$ cat src/rtl/jtpopeye_romarb_pkg.sv
// jtpopeye_romarb_pkg: shared types and defaults for the Popeye ROM arbiter
// Holds the arbiter state encoding, default SDRAM word bases and the
// little-endian byte-lane selector used by the requester caches.
package jtpopeye_romarb_pkg;

    typedef enum logic [1:0] {
        ST_IDLE,
        ST_WAIT_ACK,
        ST_WAIT_RDY
    } state_t;

    localparam logic [21:0] CPU_OFFSET_DEF = 22'h00_0000;
    localparam logic [21:0] OBJ_OFFSET_DEF = 22'h00_4000;
    localparam int          TAG_W          = 13;

    function automatic logic [7:0] byte_sel(input logic [31:0] w, input logic [1:0] s);
        return w[8*s +: 8];
    endfunction

endpackage

$ cat src/rtl/jtpopeye_romarb_cache.sv
// jtpopeye_romarb_cache: one-entry word cache for a single ROM requester
// Ports: clk/rst_n clock and async active-low reset; i_clr invalidates;
// i_we/i_wtag/i_wdata fill the entry; i_en/i_tag qualify the hit;
// i_bsel picks the byte lane; o_hit, o_data (whole word), o_byte (lane).
module jtpopeye_romarb_cache
    import jtpopeye_romarb_pkg::*;
#(
    parameter int W = TAG_W
) (
    input  logic         clk,
    input  logic         rst_n,
    input  logic         i_clr,
    input  logic         i_we,
    input  logic [W-1:0] i_wtag,
    input  logic [31:0]  i_wdata,
    input  logic         i_en,
    input  logic [W-1:0] i_tag,
    input  logic [1:0]   i_bsel,
    output logic         o_hit,
    output logic [31:0]  o_data,
    output logic [7:0]   o_byte
);

    logic         r_valid;
    logic [W-1:0] r_tag;
    logic [31:0]  r_data;

    // Invalidation wins over a fill so a download always leaves the entry empty
    always_ff @(posedge clk or negedge rst_n) begin
        if (!rst_n) begin
            r_valid <= 1'b0;
            r_tag   <= '0;
            r_data  <= '0;
        end else if (i_clr) begin
            r_valid <= 1'b0;
        end else if (i_we) begin
            r_valid <= 1'b1;
            r_tag   <= i_wtag;
            r_data  <= i_wdata;
        end
    end

    assign o_hit  = i_en & r_valid & (r_tag == i_tag);
    assign o_data = r_data;
    assign o_byte = byte_sel(r_data, i_bsel);

endmodule

$ cat src/rtl/jtpopeye_romarb.sv
// jtpopeye_romarb: SDRAM read arbiter between the main CPU ROM and object ROM
// Ports: clk, rst_n (async active-low); downloading blocks reads and flushes;
// cpu_cs/cpu_addr -> cpu_dout/cpu_ok byte port; obj_addr -> obj_data/obj_ok
// word port; sdram_addr/sdram_rd request, sdram_ack/sdram_rdy/sdram_din reply.
module jtpopeye_romarb
    import jtpopeye_romarb_pkg::*;
#(
    parameter logic [21:0] CPU_OFFSET = CPU_OFFSET_DEF,
    parameter logic [21:0] OBJ_OFFSET = OBJ_OFFSET_DEF,
    parameter int          STARVE_MAX = 2
) (
    input  logic        clk,
    input  logic        rst_n,
    input  logic        downloading,
    input  logic        cpu_cs,
    input  logic [14:0] cpu_addr,
    output logic [7:0]  cpu_dout,
    output logic        cpu_ok,
    input  logic [12:0] obj_addr,
    output logic [31:0] obj_data,
    output logic        obj_ok,
    output logic [21:0] sdram_addr,
    output logic        sdram_rd,
    input  logic        sdram_ack,
    input  logic        sdram_rdy,
    input  logic [31:0] sdram_din
);

    state_t             r_state;
    logic               r_sel_cpu;
    logic [TAG_W-1:0]   r_tag;
    logic [1:0]         r_starve;
    logic               r_drop;
    logic               w_cpu_pend;
    logic               w_obj_pend;
    logic               w_cpu_win;
    logic               w_fill;
    logic [31:0]        w_cpu_word_unused;
    logic [7:0]         w_obj_byte_unused;

    assign w_cpu_pend = cpu_cs & ~cpu_ok;
    assign w_obj_pend = ~obj_ok;
    // Object fetches win ties until the CPU has been passed over STARVE_MAX times
    assign w_cpu_win  = w_cpu_pend & (~w_obj_pend | (r_starve == 2'(STARVE_MAX)));
    // A fill that overlapped a download carries stale ROM contents and is dropped
    assign w_fill     = (r_state == ST_WAIT_RDY) & sdram_rdy & ~r_drop & ~downloading;

    jtpopeye_romarb_cache u_cpu_cache (
        .clk     (clk),
        .rst_n   (rst_n),
        .i_clr   (downloading),
        .i_we    (w_fill & r_sel_cpu),
        .i_wtag  (r_tag),
        .i_wdata (sdram_din),
        .i_en    (cpu_cs),
        .i_tag   (cpu_addr[14:2]),
        .i_bsel  (cpu_addr[1:0]),
        .o_hit   (cpu_ok),
        .o_data  (w_cpu_word_unused),
        .o_byte  (cpu_dout)
    );

    jtpopeye_romarb_cache u_obj_cache (
        .clk     (clk),
        .rst_n   (rst_n),
        .i_clr   (downloading),
        .i_we    (w_fill & ~r_sel_cpu),
        .i_wtag  (r_tag),
        .i_wdata (sdram_din),
        .i_en    (1'b1),
        .i_tag   (obj_addr),
        .i_bsel  (2'b00),
        .o_hit   (obj_ok),
        .o_data  (obj_data),
        .o_byte  (w_obj_byte_unused)
    );

    always_ff @(posedge clk or negedge rst_n) begin
        if (!rst_n) begin
            r_state    <= ST_IDLE;
            sdram_rd   <= 1'b0;
            sdram_addr <= '0;
            r_sel_cpu  <= 1'b0;
            r_tag      <= '0;
            r_starve   <= '0;
            r_drop     <= 1'b0;
        end else begin
            case (r_state)
                ST_IDLE: begin
                    r_drop <= 1'b0;
                    if (!downloading && (w_cpu_pend || w_obj_pend)) begin
                        r_sel_cpu  <= w_cpu_win;
                        r_tag      <= w_cpu_win ? cpu_addr[14:2] : obj_addr;
                        sdram_addr <= w_cpu_win ? CPU_OFFSET + {9'd0, cpu_addr[14:2]}
                                                : OBJ_OFFSET + {9'd0, obj_addr};
                        sdram_rd   <= 1'b1;
                        r_starve   <= w_cpu_win ? 2'd0 :
                                      (w_cpu_pend && r_starve != 2'd3) ? r_starve + 2'd1 : r_starve;
                        r_state    <= ST_WAIT_ACK;
                    end
                end
                // rdy is ignored here, so a simultaneous ack+rdy counts as ack only
                ST_WAIT_ACK: begin
                    if (downloading) r_drop <= 1'b1;
                    if (sdram_ack) begin
                        sdram_rd <= 1'b0;
                        r_state  <= ST_WAIT_RDY;
                    end
                end
                ST_WAIT_RDY: begin
                    if (downloading) r_drop <= 1'b1;
                    if (sdram_rdy) r_state <= ST_IDLE;
                end
                default: r_state <= ST_IDLE;
            endcase
        end
    end

endmodule

$ cat config.mk
export PLATFORM = sky130hd
export DESIGN_NAME = jtpopeye_romarb
export DESIGN_NICKNAME = d
export VERILOG_FILES = /design/src/rtl/jtpopeye_romarb_pkg.sv /design/src/rtl/jtpopeye_romarb_cache.sv /design/src/rtl/jtpopeye_romarb.sv
export SDC_FILE = /design/constraint.sdc
export NUM_CORES = 1
export LEC_CHECK = 0
export ABC_AREA = 0
export CORE_MARGIN = 2
export CORE_UTILIZATION = 47
export CTS_BUF_LIST = sky130_fd_sc_hd__clkbuf_8 sky130_fd_sc_hd__clkbuf_16
export CTS_CLUSTER_DIAMETER = 80
export DETAILED_ROUTE_END_ITERATION = 12
export PLACE_DENSITY = 0.77
export SETUP_SLACK_MARGIN = 0.3
export SLEW_MARGIN = 20
export SYNTH_ARGS = -nofsm -noshare
export SYNTH_HDL_FRONTEND = slang
export SYNTH_SLANG_ARGS = --single-unit
$ cat constraint.sdc
create_clock -name clk -period 2.2 [get_ports clk]
set_input_delay 0.44 -clock clk [delete_from_list [all_inputs] [get_ports clk]]
set_output_delay 0.44 -clock clk [all_outputs]
set_load 0.02 [all_outputs]
==> flow_summary.toml <==
[clock_network]
clk_latency_ns = 0.52
clkTransAtPathRegs_ns = 0.06
cts_sinks = 113
cts_htree_levels = 4
cts_root_buf = "clkbuf_8"
tritoncts = "yes"
cts_buffers = 17
ctsLongestPathBuffers = 2

[pwr]
ir_drop_uv = 706
powerDensity_mw_per_mm2 = 1310
p_leak_nw = 3.81

[yosys]
synth_area_leaders = "dfrtp_1, mux2_2, mux4_2"
ys_ff_latch = 113
yosysTopAreaCell = "dfrtp_1"
synth_cells = 395
avgSynthCellArea_um2 = 13.4
synth_top_cell_area_share_pct = 53.5
synth.distinct_cells = 40
syn_area_mm2 = 0.00528
synth-seq-area-share_pct = 53.5
synth_warnings = 0

[drt]
vias = 4352
first_iter_violations = 346
wl_um = 17200
via_per_inst = 6.03
drt_first_pass_iters = 5
route.detailed.wl_per_inst_um = 23.8
drc = 0
ant_nets = 0

[timing]
setup_viol = 19
timing.final.ws_setup_ns = -0.330
skew_ns = 0.00769
holdWs_ns = 0.321
maxSlewHeadroom_pct = 54.0
fmax_mhz = 395
grt_setup_unrepaired = "true"
hold_viol = 0
fin_crit_ns = 2.53
worst_slew_pin_slew_ns = 0.690
drv_slew = 0
finalCritPeriodShare_pct = 115

[placement]
hpwl_um = 9600
place_inst = 663
place_congestion = 0.976
portBuffers = 122

[critical_path]
cp_slowest_stage_delay_ns = 0.63
crit_required_ns = 2.57
cp_cell_sequence = "xnor2_2, nand4_1, or4_4, buf_4, buf_12, a221oi_1, a31oi_4"
cpLargestDelayFamily = "simple AND/OR/NAND/NOR gates"
cp-end-kind = "flop"
reg2regPathDepth = 7
worst-path-max-fanout = 15
crit_path_top_delay_cell = "a221oi_1"
worst_setup_path_start_kind = "flop"
crit_cells = 7
worstSetupPathType = "flop to flop"
arrival_ns = 2.90
cp.buffers_inverters = 2

[die]
io_pins = 131
start_util_pct = 48.5
dieArea_mm2 = 0.0121
dieHeight_um = 110
core_region_area_mm2 = 0.0109
num_rows = 38
dieWidth_um = 110

[finish]
fin_nets = 641
layout-drive-gt1-share_pct = 43.0
fin_cells = 722
fill_cells = 662
layout_common_cells = "dfrtp_1, mux2_2, dlygate4sd2_1"
utilization_pct = 76.4
n_antenna_cell = 0
layout_commonest_cell = "dfrtp_1"
area_growth_pct = 57.6

[hold_path]
hp-class = "input port to asynchronous set/reset pin"

[global_routing]
grt_usage_pct = 27.4
grt_antenna_before_repair = 0
grt_pass1_wl_um = 24400
overflow = 0
grt_pass1_vias = 4512
grt_max_degree = 54

[run_status]
violations = "negative setup slack"
status = "finished with violations"

[job]
max-cap-violations = 0
-- worst paths after layout --
path / from / slack, ns / endpoint
min in group clk: obj_addr[12] / 0.34 / sdram_addr[12]$_DFFE_PN0P_
max in group asynchronous: rst_n / 1.34 / u_obj_cache.r_tag[4]$_DFFE_PN0P_
setup reg to reg: u_obj_cache.r_tag[2]$_DFFE_PN0P_ / -0.33 / r_tag[5]$_DFFE_PN0P_
hold / removal: rst_n / 0.32 / u_cpu_cache.r_tag[0]$_DFFE_PN0P_
setup / recovery: u_obj_cache.r_tag[2]$_DFFE_PN0P_ / -0.33 / r_tag[5]$_DFFE_PN0P_
hold reg to reg: u_obj_cache.o_data[8]$_DFFE_PN0P_ / 0.50 / u_obj_cache.o_data[8]$_DFFE_PN0P_
-- metal layers --
metal	vias up	global-route usage (%)	share of wire [%]
met5	-	0	0
met3	73	9.29	9.4
met2	293	44.9	49
met4	0	13.7	4.2
li1	1817	-	-
met1	2169	32.1	37
-- cell families after synthesis --
family | share of synthesized area, %
flip-flops | 53.5
multiplexers | 23.5
AO/OA/AOI/OAI | 8.20
buffers and inverters | 4.29
AND/OR/NAND/NOR | 4.95
XOR/XNOR | 4.31
adder cells (fa/ha/maj) | 1.18
other | 0.0710
-- layout make-up --
class / instances / area [um2] / share of cell area, %
clock buffers: 19 / 442 / 5.31
clock inverters: 12 / 128 / 1.53
inverters: 14 / 55.1 / 0.662
multi-input cells: 240 / 2760 / 33.2
flip-flops and latches: 113 / 2830 / 34.0
well taps: 140 / 175 / 2.10
repair buffers: 184 / 1930 / 23.2
-- where the power goes --
group	internal, mW	switching [mW]
logic	2.36	2.24
clock network	1.74	0.915
registers	2.98	0.673
total	7.09	3.83
-- cell usage after synthesis --
cell type / instances
o41ai_1: 1
nand2_1: 9
ha_1: 5
xnor2_1: 16
xor2_1: 10
a22o_4: 1
mux2_4: 1
o21ai_0: 1
inv_1: 14
buf_6: 1
nor4_1: 5
a41o_1: 1
a21o_1: 1
and4_1: 1
nand4_1: 19
o311ai_0: 1
nor2b_1: 2
a21oi_1: 4
o31ai_1: 13
clkbuf_1: 21
and2_0: 1
conb_1: 1
buf_2: 4
o22ai_1: 2
o22a_1: 1
o41ai_2: 1
mux2i_1: 3
o41a_1: 1
a221oi_1: 13
nor4_2: 1
nand3_1: 1
dfrtp_1: 113
buf_1: 1
mux2_2: 90
mux4_2: 8
nor4bb_1: 1
or4_1: 3
a211oi_1: 1
buf_4: 8
a31oi_1: 14
-- flip-flops by register name (all words and copies together) (netlist names), 2 cells and up --
name / count
u_obj_cache.r_tag: 13
u_obj_cache.o_data: 32
r_tag: 12
u_cpu_cache.r_tag: 13
u_cpu_cache.o_data: 32
r_starve: 2
r_state: 2
sdram_addr: 2
-- timing repair --
action	4_1_cts	5_1_grt
hold endpoints to repair	10	0
endpoints found under the setup margin	152	74
pin swaps	18	8
gates resized for setup	177	40
gates cloned	4	2
hold buffers	1	0
buffers inserted	14	7
-- metrics by stage --
stage	setup slack, ns	power (mW)	instance area (um2)	setup TNS (ns)
finish	-0.330	10.9	8320	-3.83
global route	-0.381	11.4	8320	-4.08
CTS	-0.210	10.4	7960	-0.395
detailed placement	-0.745	7.49	6950	-18.22
global placement	-0.729	7.33	6950	-17.08
floorplan	0.121	5.68	5380	0
(Power assumes the default switching activity.)
